===== config.mk =====
export PLATFORM = sky130hd
export DESIGN_NAME = lsu_mem_stage
export DESIGN_NICKNAME = d
export VERILOG_FILES = /design/src/rtl/mem_pkg.sv /design/src/rtl/lsu_mem_stage_load_align.sv /design/src/rtl/lsu_mem_stage.sv
export SDC_FILE = /design/constraint.sdc
export NUM_CORES = 1
export LEC_CHECK = 0
export CELL_PAD_IN_SITES_DETAIL_PLACEMENT = 0
export CELL_PAD_IN_SITES_GLOBAL_PLACEMENT = 1
export CORE_ASPECT_RATIO = 2
export CORE_MARGIN = 10
export CORE_UTILIZATION = 34
export DETAILED_ROUTE_END_ITERATION = 7
export PLACE_DENSITY = 0.77
export SLEW_MARGIN = 10
export SYNTH_ARGS = -nofsm -noshare
export SYNTH_HDL_FRONTEND = slang
export SYNTH_HIERARCHICAL = 1
export SYNTH_SLANG_ARGS = --single-unit

===== constraint.sdc =====
create_clock -name clk_i -period 2.1 [get_ports clk_i]
set_input_delay 0.525 -clock clk_i [delete_from_list [all_inputs] [get_ports clk_i]]
set_output_delay 0.525 -clock clk_i [all_outputs]
set_load 0.05 [all_outputs]

===== src/rtl/mem_pkg.sv =====
`default_nettype none
// ============================================================================
// Module  : mem_pkg
// Brief   : Shared types and helpers for the load/store memory stage.
// Revision: 1.0 - initial release
// ============================================================================
package mem_pkg;

  typedef enum logic [1:0] {
    BYTE   = 2'd0,
    HALF   = 2'd1,
    WORD   = 2'd2,
    DOUBLE = 2'd3
  } mem_width_e;

  typedef enum logic {
    UNSIGNED = 1'b0,
    SIGNED   = 1'b1
  } mem_sign_e;

  typedef enum logic [1:0] {
    IDLE = 2'd0,
    REQ  = 2'd1,
    RSP  = 2'd2,
    DONE = 2'd3
  } lsu_state_e;

  // Access size in bytes for a width encoding.
  function automatic logic [3:0] width_to_size(input logic [1:0] width);
    return 4'd1 << width;
  endfunction

endpackage
`default_nettype wire


===== src/rtl/lsu_mem_stage_load_align.sv =====
`default_nettype none
// ============================================================================
// Module  : load_align
// Brief   : Extracts the addressed bytes from a bus word and sign/zero-extends.
// Revision: 1.0 - initial release
// ============================================================================
module load_align
  import mem_pkg::*;
#(
  parameter int XLEN = 32
) (
  input  logic [XLEN-1:0]              rdata_i,
  input  logic [$clog2(XLEN/8)-1:0]    lane_i,
  input  logic [1:0]                   width_i,
  input  logic                         sign_i,
  output logic [XLEN-1:0]              data_o
);

  logic [XLEN-1:0] shifted;
  logic            msb;
  logic            ext;
  int              nbits;

  always_comb begin
    shifted = rdata_i >> {lane_i, 3'b000};
    nbits   = int'(width_to_size(width_i)) * 8;
    case (width_i)
      BYTE:    msb = shifted[7];
      HALF:    msb = shifted[15];
      WORD:    msb = shifted[31];
      default: msb = shifted[XLEN-1];
    endcase
    ext    = sign_i & msb;
    data_o = '0;
    for (int i = 0; i < XLEN; i++) begin
      data_o[i] = (i < nbits) ? shifted[i] : ext;
    end
  end

endmodule
`default_nettype wire


===== src/rtl/lsu_mem_stage.sv =====
`default_nettype none
// ============================================================================
// Module  : lsu_mem_stage
// Brief   : Load/store memory stage with req/gnt/rvalid bus and MEM/WB register.
// Revision: 1.0 - initial release
// ============================================================================
module lsu_mem_stage
  import mem_pkg::*;
#(
  parameter int XLEN   = 32,
  parameter int ADDR_W = 32
) (
  input  logic                 clk_i,
  input  logic                 rst_i,
  input  logic                 valid_i,
  input  logic                 mem_read_i,
  input  logic                 mem_write_i,
  input  logic [1:0]           mem_width_i,
  input  logic                 mem_sign_i,
  input  logic [ADDR_W-1:0]    addr_i,
  input  logic [XLEN-1:0]      wdata_i,
  input  logic                 stall_i,
  input  logic                 squash_i,
  output logic                 dmem_req_o,
  input  logic                 dmem_gnt_i,
  output logic                 dmem_we_o,
  output logic [ADDR_W-1:0]    dmem_addr_o,
  output logic [XLEN/8-1:0]    dmem_be_o,
  output logic [XLEN-1:0]      dmem_wdata_o,
  input  logic                 dmem_rvalid_i,
  input  logic [XLEN-1:0]      dmem_rdata_i,
  output logic                 valid_o,
  output logic [XLEN-1:0]      load_data_o,
  output logic                 misalign_o,
  output logic                 busy_o
);

  localparam int NBYTES = XLEN / 8;
  localparam int LANE_W = $clog2(NBYTES);

  lsu_state_e          state_q, state_d;
  logic [ADDR_W-1:0]   addr_q, addr_d;
  logic [NBYTES-1:0]   be_q, be_d;
  logic [XLEN-1:0]     wdata_q, wdata_d;
  logic                we_q, we_d;
  logic [1:0]          width_q, width_d;
  logic                sign_q, sign_d;
  logic                killed_q, killed_d;
  logic [XLEN-1:0]     result_q, result_d;
  logic                valid_q, valid_d;
  logic                misalign_q, misalign_d;
  logic [XLEN-1:0]     load_data_q, load_data_d;

  logic                access;
  logic                misaligned;
  logic                start;
  logic                wb_en;
  logic [LANE_W-1:0]   lane;
  logic [NBYTES-1:0]   be_base;
  logic [XLEN-1:0]     load_fmt;

  assign access = valid_i & (mem_read_i | mem_write_i);
  assign lane   = addr_i[LANE_W-1:0];

  always_comb begin
    misaligned = 1'b0;
    case (mem_width_i)
      HALF:    misaligned = addr_i[0];
      WORD:    misaligned = |addr_i[1:0];
      DOUBLE:  misaligned = (XLEN == 32) || (|addr_i[2:0]);
      default: misaligned = 1'b0;
    endcase
  end

  always_comb begin
    be_base = '0;
    for (int i = 0; i < NBYTES; i++) begin
      be_base[i] = (i < int'(width_to_size(mem_width_i)));
    end
  end

  assign start  = (state_q == IDLE) & access & ~misaligned & ~squash_i;
  assign busy_o = (state_q == REQ) | (state_q == RSP) | start;
  assign wb_en  = ~stall_i & ~busy_o;

  load_align #(
    .XLEN (XLEN)
  ) u_load_align (
    .rdata_i (dmem_rdata_i),
    .lane_i  (addr_q[LANE_W-1:0]),
    .width_i (width_q),
    .sign_i  (sign_q),
    .data_o  (load_fmt)
  );

  always_comb begin
    state_d     = state_q;
    addr_d      = addr_q;
    be_d        = be_q;
    wdata_d     = wdata_q;
    we_d        = we_q;
    width_d     = width_q;
    sign_d      = sign_q;
    killed_d    = killed_q;
    result_d    = result_q;
    valid_d     = valid_q;
    misalign_d  = misalign_q;
    load_data_d = load_data_q;

    case (state_q)
      IDLE: begin
        if (start) begin
          addr_d   = addr_i;
          be_d     = be_base << lane;
          wdata_d  = wdata_i << {lane, 3'b000};
          we_d     = mem_write_i;
          width_d  = mem_width_i;
          sign_d   = mem_sign_i;
          killed_d = 1'b0;
          state_d  = REQ;
        end
      end
      REQ: begin
        // A squash here cannot withdraw the request; remember it for valid_o.
        killed_d = killed_q | squash_i;
        if (dmem_gnt_i) begin
          state_d = we_q ? DONE : RSP;
        end
      end
      RSP: begin
        killed_d = killed_q | squash_i;
        if (dmem_rvalid_i) begin
          result_d = load_fmt;
          state_d  = DONE;
        end
      end
      DONE: begin
        if (!stall_i) begin
          state_d = IDLE;
        end
      end
      default: state_d = IDLE;
    endcase

    if (wb_en) begin
      valid_d     = valid_i & ~squash_i & ~((state_q == DONE) & killed_q);
      misalign_d  = access & misaligned;
      load_data_d = ((state_q == DONE) && !we_q) ? result_q : '0;
    end
  end

  always_ff @(posedge clk_i) begin
    if (rst_i) begin
      state_q     <= IDLE;
      addr_q      <= '0;
      be_q        <= '0;
      wdata_q     <= '0;
      we_q        <= 1'b0;
      width_q     <= 2'd0;
      sign_q      <= 1'b0;
      killed_q    <= 1'b0;
      result_q    <= '0;
      valid_q     <= 1'b0;
      misalign_q  <= 1'b0;
      load_data_q <= '0;
    end else begin
      state_q     <= state_d;
      addr_q      <= addr_d;
      be_q        <= be_d;
      wdata_q     <= wdata_d;
      we_q        <= we_d;
      width_q     <= width_d;
      sign_q      <= sign_d;
      killed_q    <= killed_d;
      result_q    <= result_d;
      valid_q     <= valid_d;
      misalign_q  <= misalign_d;
      load_data_q <= load_data_d;
    end
  end

  assign dmem_req_o   = (state_q == REQ);
  assign dmem_we_o    = we_q;
  assign dmem_addr_o  = {addr_q[ADDR_W-1:LANE_W], {LANE_W{1'b0}}};
  assign dmem_be_o    = be_q;
  assign dmem_wdata_o = wdata_q;
  assign valid_o      = valid_q;
  assign misalign_o   = misalign_q;
  assign load_data_o  = load_data_q;

endmodule
`default_nettype wire


==> results of run 1 <==
[through the flow]
step	total power [W]	cells	setup WS (ns)
floorplan	0.00386	848	0.0562
global placement	0.00458	1274	-0.316
detailed placement	0.00459	1274	-0.329
CTS	0.00748	1305	-0.0413
global route	0.00771	1309	-0.0952
finish	0.00739	1309	-0.0282
[cells in the mapped netlist, types with 3 or more instances]
cell,n,area [um^2]
dfxtp_1,141,2820
mux2i_1,32,320
buf_2,22,110
nand2_1,201,754
o211ai_1,8,60.1
ha_1,5,62.6
nand2b_1,35,219
or3_1,10,62.6
inv_1,5,18.8
or2_2,8,50.1
mux2_2,16,180
buf_1,3,11.3
nor2_1,21,78.8
nor2b_1,3,18.8
o31ai_2,10,125
o31ai_1,6,45.0
a211oi_1,11,82.6
buf_4,40,300
o21ai_0,43,215
a21oi_1,112,561
clkbuf_1,33,124
nor3_1,11,55.1
buf_6,3,33.8
nand3_1,42,210
[worst reg2reg max path, cell delays in order (launching register included)]
cell and delay (ns):
dfxtp_2 0.32, inv_2 0.08, ha_4 0.14, and3b_2 0.20, nand4_1 0.10, buf_4 0.16
buf_4 0.17, buf_4 0.20, or3_1 0.36, a21oi_1 0.14
[what timing repair did]
| item | 4_1_cts | 5_1_grt |
|---|---|---|
| pin swaps | 3 | 0 |
| setup buffers | 1 | 2 |
| resized for setup | 61 | 0 |
| setup endpoints to repair | 50 | 1 |
[routing by layer]
layer  wire [um]  vias to the layer above
li1            -                     3209
met1        8260                     3020
met2       13300                      178
met3        1270                       27
met4         555                        0
met5           0                        -
[where the power goes]
group          internal [W]  switching [W]
logic              0.000729       0.000998
clock network       0.00170        0.00116
registers           0.00276      0.0000488
[flip-flops by register name, summed over array words and instances (netlist names)]
name,count
state_q,2
load_data_o,32
dmem_we_o,1
dmem_be_o,4
valid_o,1
misalign_o,1
result_q,32
addr_q,32
killed_q,1
sign_q,1
width_q,2
dmem_wdata_o,32
[cell families (layout without fill, tap and decap cells)]
group           Yosys count  after routing
other cells               1              4
mux                      49             49
flops                   141            141
compound gates          203            203
simple gates            341            341
fa+ha+maj                 5              5
buf+inv                 107            304
[final cells by class]
class	instances	area share
Clock inverter	7	0.00681
Tap cell	262	0.0343
Multi-Input combinational cell	600	0.355
Antenna cell	2	0.000524
Sequential cell	141	0.296
Clock buffer	23	0.0500
Timing Repair Buffer	269	0.255
Inverter	5	0.00196
[worst max-delay path by stage]
stage,to,slack [ns],depth (start not counted),start
6_report,busy_o,-0.03,5,mem_write_i
5_1_grt,busy_o,-0.1,6,state_q[1]
4_1_cts,busy_o,-0.04,6,state_q[1]
3_5_place_dp,dmem_wdata_o[12],-0.33,7,squash_i
3_3_place_gp,dmem_wdata_o[10],-0.32,7,squash_i
2_1_floorplan,busy_o,0.06,5,addr_i[0]
==> results.sh, run 1 <==
export IMPL_cts_tree="built"
export IMPL_crit_fanout=2
export IMPL_syn_to_final_growth_pct=40.9
export IMPL_multiInputGateArea_um2=3400
export IMPL_wire_per_inst_um=17.9
export IMPL_start_kind="input port"
export IMPL_die_height_um=220
export IMPL_gr_usage_met2=0.339
export IMPL_clk_latency_ns=0.43
export IMPL_layout_commonest_cell="nand2_1"
export IMPL_first_pass_iters=7
export IMPL_fillCellCount=2037
export IMPL_grt_pass1_wl_um=35800
export IMPL_globalplace_congestion=0.865
export IMPL_max_freq_mhz=470
export IMPL_place_area_um2=9030
export IMPL_synth_area_mux_share=0.0771
export IMPL_arrival_ns=1.60
export IMPL_setup_ws_ns=-0.0282
export IMPL_drive_gt1_frac=0.184
export IMPL_ys_seq_area_frac=0.416
export IMPL_synth_seq_cells=141
export IMPL_skew_ns=0.00821
export IMPL_clk_pin_slew_ns=0.06
export IMPL_cts_hold_buf=0
export IMPL_fin_crit_sh=1.01
export IMPL_syn_inst=847
export IMPL_path_cells="clkdlybuf4s50_1 -> or2_4 -> nand4_1 -> nand2b_1 -> buf_12"
export IMPL_synth_compound_area_frac=0.183
export IMPL_hpwl_um=17500
export IMPL_synth_edf_count=0
export IMPL_synth_xor_area_share=0
export IMPL_cpMaxStageDelayCell="clkdlybuf4s50_1"
export IMPL_synthSimpleGateAreaFrac=0.226
export IMPL_cp_top_family="buffers and inverters"
export IMPL_critPathRequiredTime_ns=1.57
export IMPL_slew_headroom=0.614
export IMPL_die_area_um2=26300
export IMPL_synth_top_family_by_area="simple AND/OR/NAND/NOR gates"
export IMPL_drc=0
export IMPL_htree_levels=4
export IMPL_vias=6434
export IMPL_hold_path_depth=2
export IMPL_maxCapViolations=0
export IMPL_synthFlopType="dfxtp_1"
export IMPL_cp_buffers_inverters=2
export IMPL_mostFrequentLayoutCells="nand2_1 (201), dfxtp_1 (139), a21oi_1 (112)"
export IMPL_r2r_start="state_q[1]"
export IMPL_period_needed_ns=2.13
export IMPL_grtUsageMet1=0.163
export IMPL_start_util=0.344
export IMPL_io_pins=213
export IMPL_avgSynthCellArea_um2=8.01
export IMPL_busiest_layer="met2"
export IMPL_leakage_nw=3.69
export IMPL_grt_start_max_net_pins=65
export IMPL_antenna_left=0
export IMPL_ff2ff_path_depth=9
export IMPL_drv_slew=0
export IMPL_wirelength_um=23400
export IMPL_setup_violations=1
export IMPL_hold_end="result_q[2]"
export IMPL_rsz0062_at_grt="true"
export IMPL_fin_setup_tns_ns=-0.0282
export IMPL_grt_pass1_vias=6494
export IMPL_rows=73
export IMPL_synth_fa_ha_area_frac=0.00922
export IMPL_yosys_warnings=6
export IMPL_cts_buffers=17
export IMPL_design_area_um2=9560
export IMPL_worst_pin_slew_ns=0.577
export IMPL_via_per_inst=4.92
export IMPL_nets=1147
export IMPL_overflow=0
export IMPL_coreArea_um2=19700
export IMPL_hold_class="in2reg"
export IMPL_end_kind="output pin"
export IMPL_p_per_area_nw_per_um2=774
export IMPL_clockBufferDepth=2
export IMPL_rrSetupSlack_ns=0.15
export IMPL_hold_start="rst_i"
export IMPL_antenna_found_initial=2
export IMPL_ir_drop_mv=0.485
export IMPL_synthDistinctLibCells=45
export IMPL_report_final_hold_viol_count=0
export IMPL_io_buffers=210
export IMPL_hold_slack_ns=0.368
export IMPL_use_met3=0.0505
export IMPL_regArea_um2=2830
export IMPL_die_x_um=120
export IMPL_critPathKind="in2out"
export IMPL_clock_sinks=141
export IMPL_reg2reg_to="dmem_wdata_o[12]"
export IMPL_synth_area_um2=6790
export IMPL_cts_root_buffer="clkbuf_16"
export IMPL_synthArstFlopShare=0
export IMPL_max_stage_delay_ns=0.42
export IMPL_drt_iter0_drc=343
export IMPL_status="finished, violations left"
export IMPL_violations="negative setup slack"
export IMPL_grt_use_total=0.175
export IMPL_fin_util=0.484
Power figures use the tool's default switching activity.
==> run 2: changes to the inputs <==
--- a/config.mk
+++ b/config.mk
@@ -10,6 +10,7 @@
 export CORE_ASPECT_RATIO = 2
 export CORE_MARGIN = 10
 export CORE_UTILIZATION = 34
+export CTS_CLUSTER_DIAMETER = 40
 export DETAILED_ROUTE_END_ITERATION = 7
 export PLACE_DENSITY = 0.77
 export SLEW_MARGIN = 10
==> results of run 2 <==
The final DEF is identical to that of run 1; final timing and power are the same.
